**src/rtl/aes_byte_serializer.sv**
```systemverilog
// Byte serializer feeding key_expansion_control: streams a 128-bit key and
// state MSB-first, one byte per cycle, with one pending block behind the active one.
module aes_byte_serializer #(
  parameter int NBYTES = 16,
  parameter int BW     = 8
) (
  input  logic                 clk,
  input  logic                 rst,
  input  logic                 in_valid,
  output logic                 in_ready,
  input  logic [NBYTES*BW-1:0] in_key,
  input  logic [NBYTES*BW-1:0] in_state,
  output logic [BW-1:0]        out_key_byte,
  output logic [BW-1:0]        out_mix_byte,
  output logic                 out_valid,
  output logic                 out_first,
  output logic                 out_last,
  output logic                 busy
);
  localparam int W  = NBYTES * BW;
  localparam int IW = $clog2(NBYTES);
  localparam logic [IW-1:0] LAST = IW'(NBYTES - 1);

  typedef enum logic {IDLE, STREAM} state_e;

  state_e        state_q, state_d;
  logic [W-1:0]  key_q, key_d, st_q, st_d;
  logic [W-1:0]  pkey_q, pkey_d, pst_q, pst_d;
  logic          pend_full_q, pend_full_d;
  logic [IW-1:0] idx_q, idx_d;
  logic          xfer, at_last;

  assign in_ready = !pend_full_q && !rst;
  assign xfer     = in_valid && in_ready;
  assign at_last  = (idx_q == LAST);

  always_ff @(posedge clk or posedge rst) begin
    if (rst) state_q <= IDLE;
    else     state_q <= state_d;
  end

  always_comb begin
    state_d = state_q;
    case (state_q)
      IDLE:    if (xfer) state_d = STREAM;
      STREAM:  if (at_last && !pend_full_q && !xfer) state_d = IDLE;
      default: state_d = IDLE;
    endcase
  end

  always_comb begin
    out_valid    = (state_q == STREAM);
    out_first    = (state_q == STREAM) && (idx_q == '0);
    out_last     = (state_q == STREAM) && at_last;
    busy         = (state_q == STREAM) || pend_full_q;
    out_key_byte = key_q[W-1 -: BW];
    out_mix_byte = st_q[W-1 -: BW];
  end

  // Zero-fill on shift means the active buffer is all zero once a block drains,
  // so the byte outputs read 0x00 in IDLE without extra gating.
  always_comb begin
    key_d       = key_q;
    st_d        = st_q;
    pkey_d      = pkey_q;
    pst_d       = pst_q;
    pend_full_d = pend_full_q;
    idx_d       = idx_q;
    case (state_q)
      IDLE: begin
        if (xfer) begin
          key_d = in_key;
          st_d  = in_state;
          idx_d = '0;
        end
      end
      STREAM: begin
        key_d = {key_q[W-BW-1:0], {BW{1'b0}}};
        st_d  = {st_q[W-BW-1:0], {BW{1'b0}}};
        idx_d = idx_q + IW'(1);
        if (at_last) begin
          idx_d = '0;
          if (pend_full_q) begin
            key_d       = pkey_q;
            st_d        = pst_q;
            pend_full_d = 1'b0;
          end else if (xfer) begin
            key_d = in_key;
            st_d  = in_state;
          end
        end else if (xfer) begin
          pkey_d      = in_key;
          pst_d       = in_state;
          pend_full_d = 1'b1;
        end
      end
      default: ;
    endcase
  end

  always_ff @(posedge clk or posedge rst) begin
    if (rst) begin
      key_q       <= '0;
      st_q        <= '0;
      pkey_q      <= '0;
      pst_q       <= '0;
      pend_full_q <= 1'b0;
      idx_q       <= '0;
    end else begin
      key_q       <= key_d;
      st_q        <= st_d;
      pkey_q      <= pkey_d;
      pst_q       <= pst_d;
      pend_full_q <= pend_full_d;
      idx_q       <= idx_d;
    end
  end
endmodule
```
**config.mk**
```make
export PLATFORM = sky130hd
export DESIGN_NAME = aes_byte_serializer
export DESIGN_NICKNAME = d
export VERILOG_FILES = /design/src/rtl/aes_byte_serializer.sv
export SDC_FILE = /design/constraint.sdc
export NUM_CORES = 1
export LEC_CHECK = 0
export CAP_MARGIN = 20
export CORE_ASPECT_RATIO = 0.75
export CORE_UTILIZATION = 45
export DETAILED_ROUTE_END_ITERATION = 7
export GPL_TIMING_DRIVEN = 1
export PLACE_DENSITY = 0.68
export SLEW_MARGIN = 40
export SYNTH_ARGS = -nofsm -noshare
export SYNTH_HDL_FRONTEND = slang
export SYNTH_SLANG_ARGS = --single-unit
```
**constraint.sdc**
```tcl
create_clock -name clk -period 15.7 [get_ports clk]
set_input_delay 2.355 -clock clk [delete_from_list [all_inputs] [get_ports clk]]
set_output_delay 2.355 -clock clk [all_outputs]
set_load 0.05 [all_outputs]
```
==> run metrics, run 1 <==
Max transition margin 43.26%; kind of end point of the critical path output pin; max-slew violation count 0; startpoint-to-endpoint class of the critical path in2out; cell count of the worst hold path 1; via count of the routed design 22519; Synth Instances 2714; worst-case clock buffer depth 3; Clock Latency Late Sink 0.60 ns; final setup violation count 0; run status completed; setup skew after layout 0.009804 ns; CTS hold repair buffers 0; Sequential Area 12970 µm²; part of the Yosys area used for sequential elements 47.42%; global-route usage over all layers 24.98%; post-cts gate resize count 0; Final Non-Filler Cells 3630; layout cell share with drive strength beyond 1 15.28%; Hold Crit Start pkey_q[47]$_DFFE_PP0P_; relative area change from synthesis to final layout 18.06%; largest incremental delay on the critical path 0.84 ns; area fraction of the dominant cell type after synthesis 47.42%; starting utilization of the core area 45.99%; synthesized netlist net count 2975; Clock Sink Count 518; fmax 158.9 MHz; total congestion overflow 0; per-cell routed wire length 21.59 µm; total detailed-routing wirelength 78390 µm; Crit path top cell by count clkdlybuf4s50_1; via count of the first global-routing pass 22233; global-route wire length before repair 124900 µm; Worst Hold End pkey_q[47]$_DFFE_PP0P_; post-route clock period utilization 40.08%; crit path max fanout 5; endpoint of the lowest-slack register-to-register path pst_q[47]$_DFFE_PP0P_; CP cell instances clkdlybuf4s50_1, nor2_1, clkdlybuf4s50_1; Post-CTS Setup Bufs 0; Filler cells 5046; post-synthesis cell type with the largest combined area dfrtp_1; CP Data Arrival Time 3.94 ns; die extent in y 215.5 µm; antenna violations before repair 23; Critical Path RT 13.35 ns; clock root cell clkbuf_16; Tightest Pin Transition 0.8511 ns; leakage component of the power 13.44 nW; worst slack after detailed placement 9.401 ns; worst flop-to-flop path startpoint pend_full_q$_DFFE_PP0P_; count of warnings emitted by yosys 0; master of the slowest instance on the critical path clkdlybuf4s50_1; CTS tree yes; peak ir drop on the vdd network 0.08864 mV; worst path buffer plus inverter count 2; distinct cell type count of the synthesized netlist 33; Final #Nets 3050; clock-pin slew reported for the worst setup and hold paths after clock tree synthesis 0.06 ns; number of buffers inserted by port buffering 279; Post-synth ARST share 100.0%; largest net degree at the start of global routing 233; category of the worst setup path launch point input pin; kind of path behind the tightest hold check reg2reg; site row count 77; Worst Setup Slack, final 9.407 ns; count of antenna-violating nets left after detailed routing 0; Hold Fails Final Rpt 0; most used flip-flop cell after synthesis dfrtp_1; Die X-Extent 286.6 µm; via density per instance 6.204; number of cells traversed by the worst register-to-register path 7; HPWL Detailed 46150 µm; die area 61750 µm²; first element of the critical path rst; final routed DRC violation total 0; number of enable-type register cells in the synthesized netlist 0; top cells by area in the synthesized netlist dfrtp_1 47%, mux2_2 9.8%, o2bb2ai_1 5.7%; number of buffers created by CTS 53; number of top-level pins 280; family of cells with the greatest summed delay on the critical path buffers and inverters; ratio of total power to cell area 189.8 nW/µm²; maximum level of the CTS H-tree 2; floorplan core area 59440 µm²; post-synthesis register bit count 518; drt initial violations 2351; RSZ-0062 raised after global routing false; Post-Syn Area per Cell 10.07 µm²; post-route minimum period 6.293 ns; count of maximum capacitance violations 0; post-route worst hold slack 0.4835 ns; total negative slack for setup checks 0 ns; Post-Syn Area 27340 µm²; Inst Count DP 3521; multi-input gate area in the final layout 13060 µm²; total iterations of the first detailed-routing run 6; Routability Congestion 0.8120; FF-to-FF setup slack 11.46 ns
[how the worst max path moves through the flow]
stage	to	slack, ns	cells past startpoint
floorplan	idx_q[0]$_DFFE_PP0P_	6.31	1
global placement	pst_q[22]$_DFFE_PP0P_	9.22	7
detailed placement	pst_q[71]$_DFFE_PP0P_	9.40	8
CTS	in_ready	9.40	3
global route	in_ready	9.30	3
finish	in_ready	9.41	3
[sequential cells by signal, indices dropped and copies added, names as in the netlist]
register     count
key_q          128
pend_full_q      1
pst_q          128
st_q           128
out_valid        1
pkey_q         128
idx_q            4
[synth_stat cells, types with 2 or more instances]
| cell type | count |
|---|---|
| buf_6 | 11 |
| mux2_1 | 19 |
| buf_4 | 26 |
| nand3_1 | 183 |
| inv_1 | 3 |
| and2_1 | 2 |
| buf_1 | 24 |
| o311ai_0 | 179 |
| nor2_1 | 304 |
| or4_1 | 61 |
| buf_2 | 56 |
| o21ba_2 | 61 |
| nor2b_1 | 63 |
| clkbuf_1 | 179 |
| a21oi_1 | 180 |
| a22oi_1 | 16 |
| o2bb2ai_1 | 179 |
| o22ai_1 | 16 |
| nand2_1 | 65 |
| o21ai_0 | 3 |
| mux2i_1 | 16 |
| dfrtp_1 | 518 |
| mux2_2 | 238 |
| ha_1 | 2 |
| a31oi_1 | 62 |
| nor3_1 | 62 |
| nand2b_1 | 180 |
[layout by cell type, fill, tap and decap left out, types with 11 or more instances in the layout]
master and count:
dfrtp_1 516, clkdlybuf4s50_1 279, diode_2 13, buf_16 11, mux2i_1 16, buf_6 13, clkbuf_16 55, o2bb2ai_1 179
o21ba_2 61, nor3_1 62, nand2_1 65, a31oi_1 62, nor2b_1 62, mux2_2 238, or4_1 61, nand2b_1 179
mux2_1 19, o22ai_1 16, a21oi_1 180, a22oi_1 16, o311ai_0 179, nand3_1 181, nor2_1 304, clkbuf_8 18
[power by group]
group,internal [W],total [W],switching [W],leakage (nW)
clock,0.000754,0.00130,0.000543,0.874
combinational,0.00117,0.00238,0.00121,6.18
sequential,0.00198,0.00245,0.000465,6.38
[worst reg2reg max path, delay by kind of cell (launching register included)]
| family | cells | cell delay [ns] |
|---|---|---|
| multiplexers | 1 | 0.50 |
| buffers and inverters | 4 | 1.95 |
| AND/OR/NAND/NOR | 2 | 0.75 |
| flip-flops | 1 | 0.92 |
[layout make-up]
cell class / instances / share of cell area [%]
tap: 790 / 3.063
multi-input combinational: 1897 / 40.46
inverter: 3 / 0.04652
clock inverter: 11 / 0.3528
sequential: 518 / 40.19
clock buffer: 82 / 5.137
timing repair buffer: 316 / 10.66
antenna: 13 / 0.1008
[kinds of logic after synthesis]
kind of cell             after synthesis  share of synthesized area (%)
flip-flops                           518                          47.42
AO/OA/AOI/OAI                        698                          19.34
adder cells (fa/ha/maj)                2                        0.09153
AND/OR/NAND/NOR                      924                          16.96
buffers and inverters                299                          5.021
multiplexers                         273                          11.17
[metrics by stage]
| step | util [%] | instance area (µm²) | total power (W) |
|---|---|---|---|
| 4_1_cts | 54.07 | 32140 | 0.006135 |
| 2_1_floorplan | - | 27340 | 0.004192 |
| 5_1_grt | 54.28 | 32270 | 0.006538 |
| 3_3_place_gp | 50.60 | 30080 | 0.004646 |
| 3_5_place_dp | 51.09 | 30370 | 0.004821 |
| 6_report | 54.29 | 32270 | 0.006124 |
[metal layers]
metal  GRT usage, %  routed length, µm  vias up
met4          7.504               1732       22
met3          4.271               5023      140
li1               -                  -    10168
met5              0                125        -
met1          35.47              34270    11458
met2          39.03              37240      731
Power figures use the tool's default switching activity.
==> inputs of run 2 (changes only) <==
- PLACE_DENSITY: 0.68 -> 0.66
- clock period: 15.7 -> 6.1 ns (I/O delays scaled with it)
==> run 2 against run 1 <==
Sequential share of layout area is essentially flat. Critical path depth grew 2. Global-route usage grew 0.25 points. Via count is essentially flat. Flip-flop and latch count is the same. Register-to-register slack lost 8.5 ns. Clock power grew to 2.7 times the previous value. Critical path type is now reg2out. Largest cell class unchanged.
==> run metrics, run 2 (synthesis gave the netlist of run 1 again) <==
run status completed; relative area change from synthesis to final layout 18.20%; family of cells with the greatest summed delay on the critical path buffers and inverters; count of antenna-violating nets left after detailed routing 0; worst slack after detailed placement 2.161 ns; commonest cells after routing, fill and taps aside 516 x dfrtp_1, 304 x nor2_1, 279 x clkdlybuf4s50_1; max-slew violation count 0; peak ir drop on the vdd network 0.3805 mV; fmax 253.8 MHz; Max transition margin 39.97%; number of top-level pins 280; RSZ-0062 raised after global routing false; number of buffers created by CTS 53; final routed DRC violation total 0; kind of path behind the tightest hold check reg2reg; startpoint-to-endpoint class of the critical path reg2out; total iterations of the first detailed-routing run 5; most frequent standard cell in the layout excluding fill and tap cells dfrtp_1; drt initial violations 2099; Sequential Area 12970 µm²; CTS tree yes; post-route worst hold slack 0.4817 ns; Routability Congestion 0.7925; number of buffers inserted by port buffering 279; global-route wire length before repair 125600 µm; via count of the first global-routing pass 22218; largest incremental delay on the critical path 0.81 ns; category of the worst setup path launch point flop; Die X-Extent 286.6 µm; antenna violations before repair 10; placed instance area 30340 µm²; Hold Fails Final Rpt 0; final setup violation count 0; CP Data Arrival Time 3.03 ns; Post-CTS Setup Bufs 0; ratio of total power to cell area 493.2 nW/µm²; Critical Path RT 5.18 ns; CTS hold repair buffers 0; worst-case clock buffer depth 3; count of maximum capacitance violations 0; post-cts gate resize count 0; total congestion overflow 0; total detailed-routing wirelength 79160 µm; Inst Count DP 3520; crit path max fanout 44; global-route usage over all layers 25.23%; largest net degree at the start of global routing 140; layout cell share with drive strength beyond 1 15.30%; master of the slowest instance on the critical path clkdlybuf4s50_1; Final #Nets 3049; maximum level of the CTS H-tree 2; die area 61750 µm²; Worst Setup Slack, final 2.160 ns; via density per instance 6.207; post-route clock period utilization 64.60%; post-route minimum period 3.940 ns; starting utilization of the core area 45.99%; HPWL Detailed 46270 µm; leakage component of the power 13.46 nW; setup skew after layout 0.02908 ns; clock-pin slew reported for the worst setup and hold paths after clock tree synthesis 0.06 ns; Clock Latency Late Sink 0.61 ns; kind of end point of the critical path output pin; final standard cell area without fillers 32310 µm²; multi-input gate area in the final layout 13060 µm²; clock root cell clkbuf_16; site row count 77; via count of the routed design 22508; Clock Sink Count 518; die extent in y 215.5 µm; floorplan core area 59440 µm²; Final Non-Filler Cells 3626; Tightest Pin Transition 0.9004 ns; Filler cells 5042; worst path buffer plus inverter count 2; per-cell routed wire length 21.83 µm; CP cell instances ha_1, and3_4, buf_12, and2_1, clkdlybuf4s50_1
## run 2: changes by cell type in the layout (fill, tap and decap cells not counted)
cell        delta
buf_16         -6
buf_6          -6
bufinv_16      +5
clkinvlp_4     -1
buf_12         +8
clkbuf_1       +2
buf_4          +3
diode_2        -7
clkbuf_8       -4
clkinv_2       +2
## run 2: power breakdown
group	internal [W]	switching [W]
Combinational	0.00299	0.00313
Clock	0.00211	0.00143
Sequential	0.00510	0.00117
## run 2: worst paths after layout
check | start | slack (ns) | depth (start not counted) | to
min | pkey_q[56]$_DFFE_PP0P_ | 0.48 | 1 | pkey_q[56]$_DFFE_PP0P_
max | idx_q[0]$_DFFE_PP0P_ | 2.16 | 5 | out_last
max reg2reg | pend_full_q$_DFFE_PP0P_ | 2.96 | 6 | st_q[86]$_DFFE_PP0P_
min in group asynchronous | rst | 0.86 | 2 | pkey_q[127]$_DFFE_PP0P_
max in group asynchronous | rst | 3.96 | 4 | st_q[82]$_DFFE_PP0P_
min reg2reg | pkey_q[56]$_DFFE_PP0P_ | 0.48 | 1 | pkey_q[56]$_DFFE_PP0P_
## run 2: metal layers
layer | global-route usage (%) | vias up | routed length [µm]
li1 | - | 10145 | -
met5 | 0 | - | 54
met1 | 35.57 | 11488 | 34680
met4 | 7.611 | 8 | 1948
met2 | 40.18 | 739 | 37640
met3 | 3.668 | 128 | 4828
## run 2: cell type report
| class | count | area share [%] |
|---|---|---|
| diodes | 6 | 0.04647 |
| repair buffers | 315 | 10.49 |
| inverters | 3 | 0.04647 |
| multi-input cells | 1897 | 40.41 |
| clock inverters | 17 | 0.8248 |
| flip-flops and latches | 518 | 40.14 |
| well taps | 790 | 3.059 |
| clock buffers | 80 | 4.984 |
## run 2: per-stage QoR
stage	utilization [%]	total power, W	setup TNS (ns)
finish	54.36	0.01594	0
global route	54.35	0.01700	0
CTS	54.20	0.01598	0
detailed placement	51.05	0.01240	0
global placement	50.73	0.01197	0
floorplan	-	0.01079	-958.95
==> inputs of run 3 (changes only) <==
- clock period: 6.1 -> 3.9 ns (I/O delays scaled with it)
==> run 3 against run 2 <==
Final cell count rose by 0.41%. Register-to-register slack worse by 1.7 ns. Critical endpoint is now out_first. Largest power group unchanged. Non-clock buffer count rose by 8. Hold slack gained 0.0048 ns.
==> run metrics, run 3 (synthesis gave the netlist of run 1 again) <==
via count of the routed design 22549; kind of end point of the critical path output pin; Hold Crit Start pkey_q[63]$_DFFE_PP0P_; clock root cell clkbuf_16; count of maximum capacitance violations 0; total congestion overflow 0; leakage component of the power 13.51 nW; CTS hold repair buffers 0; Routability Congestion 0.7985; endpoint of the lowest-slack register-to-register path idx_q[2]$_DFFE_PP0P_; CP cell instances nand2_1, nor3_1, clkdlybuf4s50_1; total detailed-routing wirelength 79400 µm; worst-case clock buffer depth 3; cell count of the worst hold path 1; worst path buffer plus inverter count 1; global-route wire length before repair 126800 µm; via count of the first global-routing pass 22488; CTS tree yes; setup skew after layout 0.02200 ns; number of buffers inserted by port buffering 279; floorplan core area 59440 µm²; largest net degree at the start of global routing 182; CP Data Arrival Time 2.69 ns; Post-CTS Setup Bufs 0; family of cells with the greatest summed delay on the critical path buffers and inverters; ratio of total power to cell area 764.5 nW/µm²; total iterations of the first detailed-routing run 6; post-route minimum period 3.278 ns; number of cells traversed by the worst register-to-register path 6; count of antenna-violating nets left after detailed routing 0; peak ir drop on the vdd network 0.4350 mV; maximum level of the CTS H-tree 2; RSZ-0062 raised after global routing false; Worst Hold End pkey_q[63]$_DFFE_PP0P_; post-route clock period utilization 84.06%; HPWL Detailed 46410 µm; site row count 77; Clock Latency Late Sink 0.60 ns; antenna violations before repair 14; per-cell routed wire length 21.81 µm; clock-pin slew reported for the worst setup and hold paths after clock tree synthesis 0.06 ns; number of top-level pins 280; final core utilization 54.53%; drt initial violations 1975; max-slew violation count 0; category of the worst setup path launch point flop; fmax 305.0 MHz; starting utilization of the core area 45.99%; global-route usage over all layers 25.33%; largest incremental delay on the critical path 0.89 ns; die area 61750 µm²; startpoint-to-endpoint class of the critical path reg2out; final setup violation count 0; number of buffers created by CTS 54; Final #Nets 3058; crit path max fanout 46; Hold Fails Final Rpt 0; Tightest Pin Transition 0.9404 ns; Max transition margin 37.31%; post-route worst hold slack 0.4865 ns; Filler cells 5090; commonest cells after routing, fill and taps aside 516 x dfrtp_1, 304 x nor2_1, 279 x clkdlybuf4s50_1; kind of path behind the tightest hold check reg2reg; overall power of the completed layout 0.02478 W; master of the slowest instance on the critical path clkdlybuf4s50_1; final routed DRC violation total 0; post-cts gate resize count 0; die extent in y 215.5 µm; Clock Sink Count 518; via density per instance 6.193; relative area change from synthesis to final layout 18.59%; layout cell share with drive strength beyond 1 15.47%; placed instance area 30540 µm²; run status completed; worst flop-to-flop path startpoint pend_full_q$_DFFE_PP0P_; FF-to-FF setup slack 1.26 ns; final standard cell area without fillers 32420 µm²; Die X-Extent 286.6 µm; most frequent standard cell in the layout excluding fill and tap cells dfrtp_1; Critical Path RT 3.31 ns
run 3: cell types whose count changed in the layout (fill, tap and decap cells not counted):
cell and change:
bufinv_16 -4, diode_2 +7, buf_12 +9, buf_6 -7
clkbuf_8 +1, clkbuf_16 +2, buf_4 +6, inv_6 -1
clkbuf_1 +2
run 3: worst reg2reg max path, stage by stage, from the launching register on:
cell and delay (ns):
dfrtp_4 0.57, nor3b_4 0.28, buf_4 0.53, buf_4 0.67, nor2_1 0.14, o21ai_0 0.20
o21ai_0 0.12
run 3: where the power goes:
group	switching, W	internal [W]	total [W]
registers	0.00176	0.00799	0.00975
clock network	0.00222	0.00314	0.00536
logic	0.00497	0.00471	0.00968
run 3: metal layers:
layer,up-vias,global-route usage (%),wire length (µm)
li1,10188,-,-
met1,11522,35.67,35140
met2,707,40.08,37590
met3,120,3.901,4864
met4,12,7.968,1725
met5,-,0,77
run 3: worst max-delay path by stage:
stage	end	cells past startpoint	startpoint	slack, ns
2_1_floorplan	idx_q[0]$_DFFE_PP0P_	1	rst	-3.72
3_3_place_gp	st_q[15]$_DFFE_PP0P_	7	rst	0.72
3_5_place_dp	idx_q[2]$_DFFE_PP0P_	7	rst	0.61
4_1_cts	out_first	3	out_valid$_DFF_PP0_	0.57
5_1_grt	out_first	3	out_valid$_DFF_PP0_	0.56
6_report	out_first	3	out_valid$_DFF_PP0_	0.62
run 3: layout make-up:
class                   count  area (µm²)  share of cell area, %
well taps                 790       988.4                  3.049
multi-input cells        1897       13060                  40.28
repair buffers            323        3536                  10.91
inverters                   3       15.01                0.04632
clock buffers              85        1682                  5.187
diodes                     13       32.53                 0.1004
flip-flops and latches    518       12970                  40.01
clock inverters            12       137.6                 0.4246
run 3: stage by stage:
stage,setup WS [ns],setup TNS (ns),std cells
after floorplan,-3.721,-1927.61,2714
after global placement,0.7202,0,3526
after detailed placement,0.6065,0,3530
after CTS,0.5697,0,3627
after global routing,0.5623,0,3634
final,0.6217,0,3641
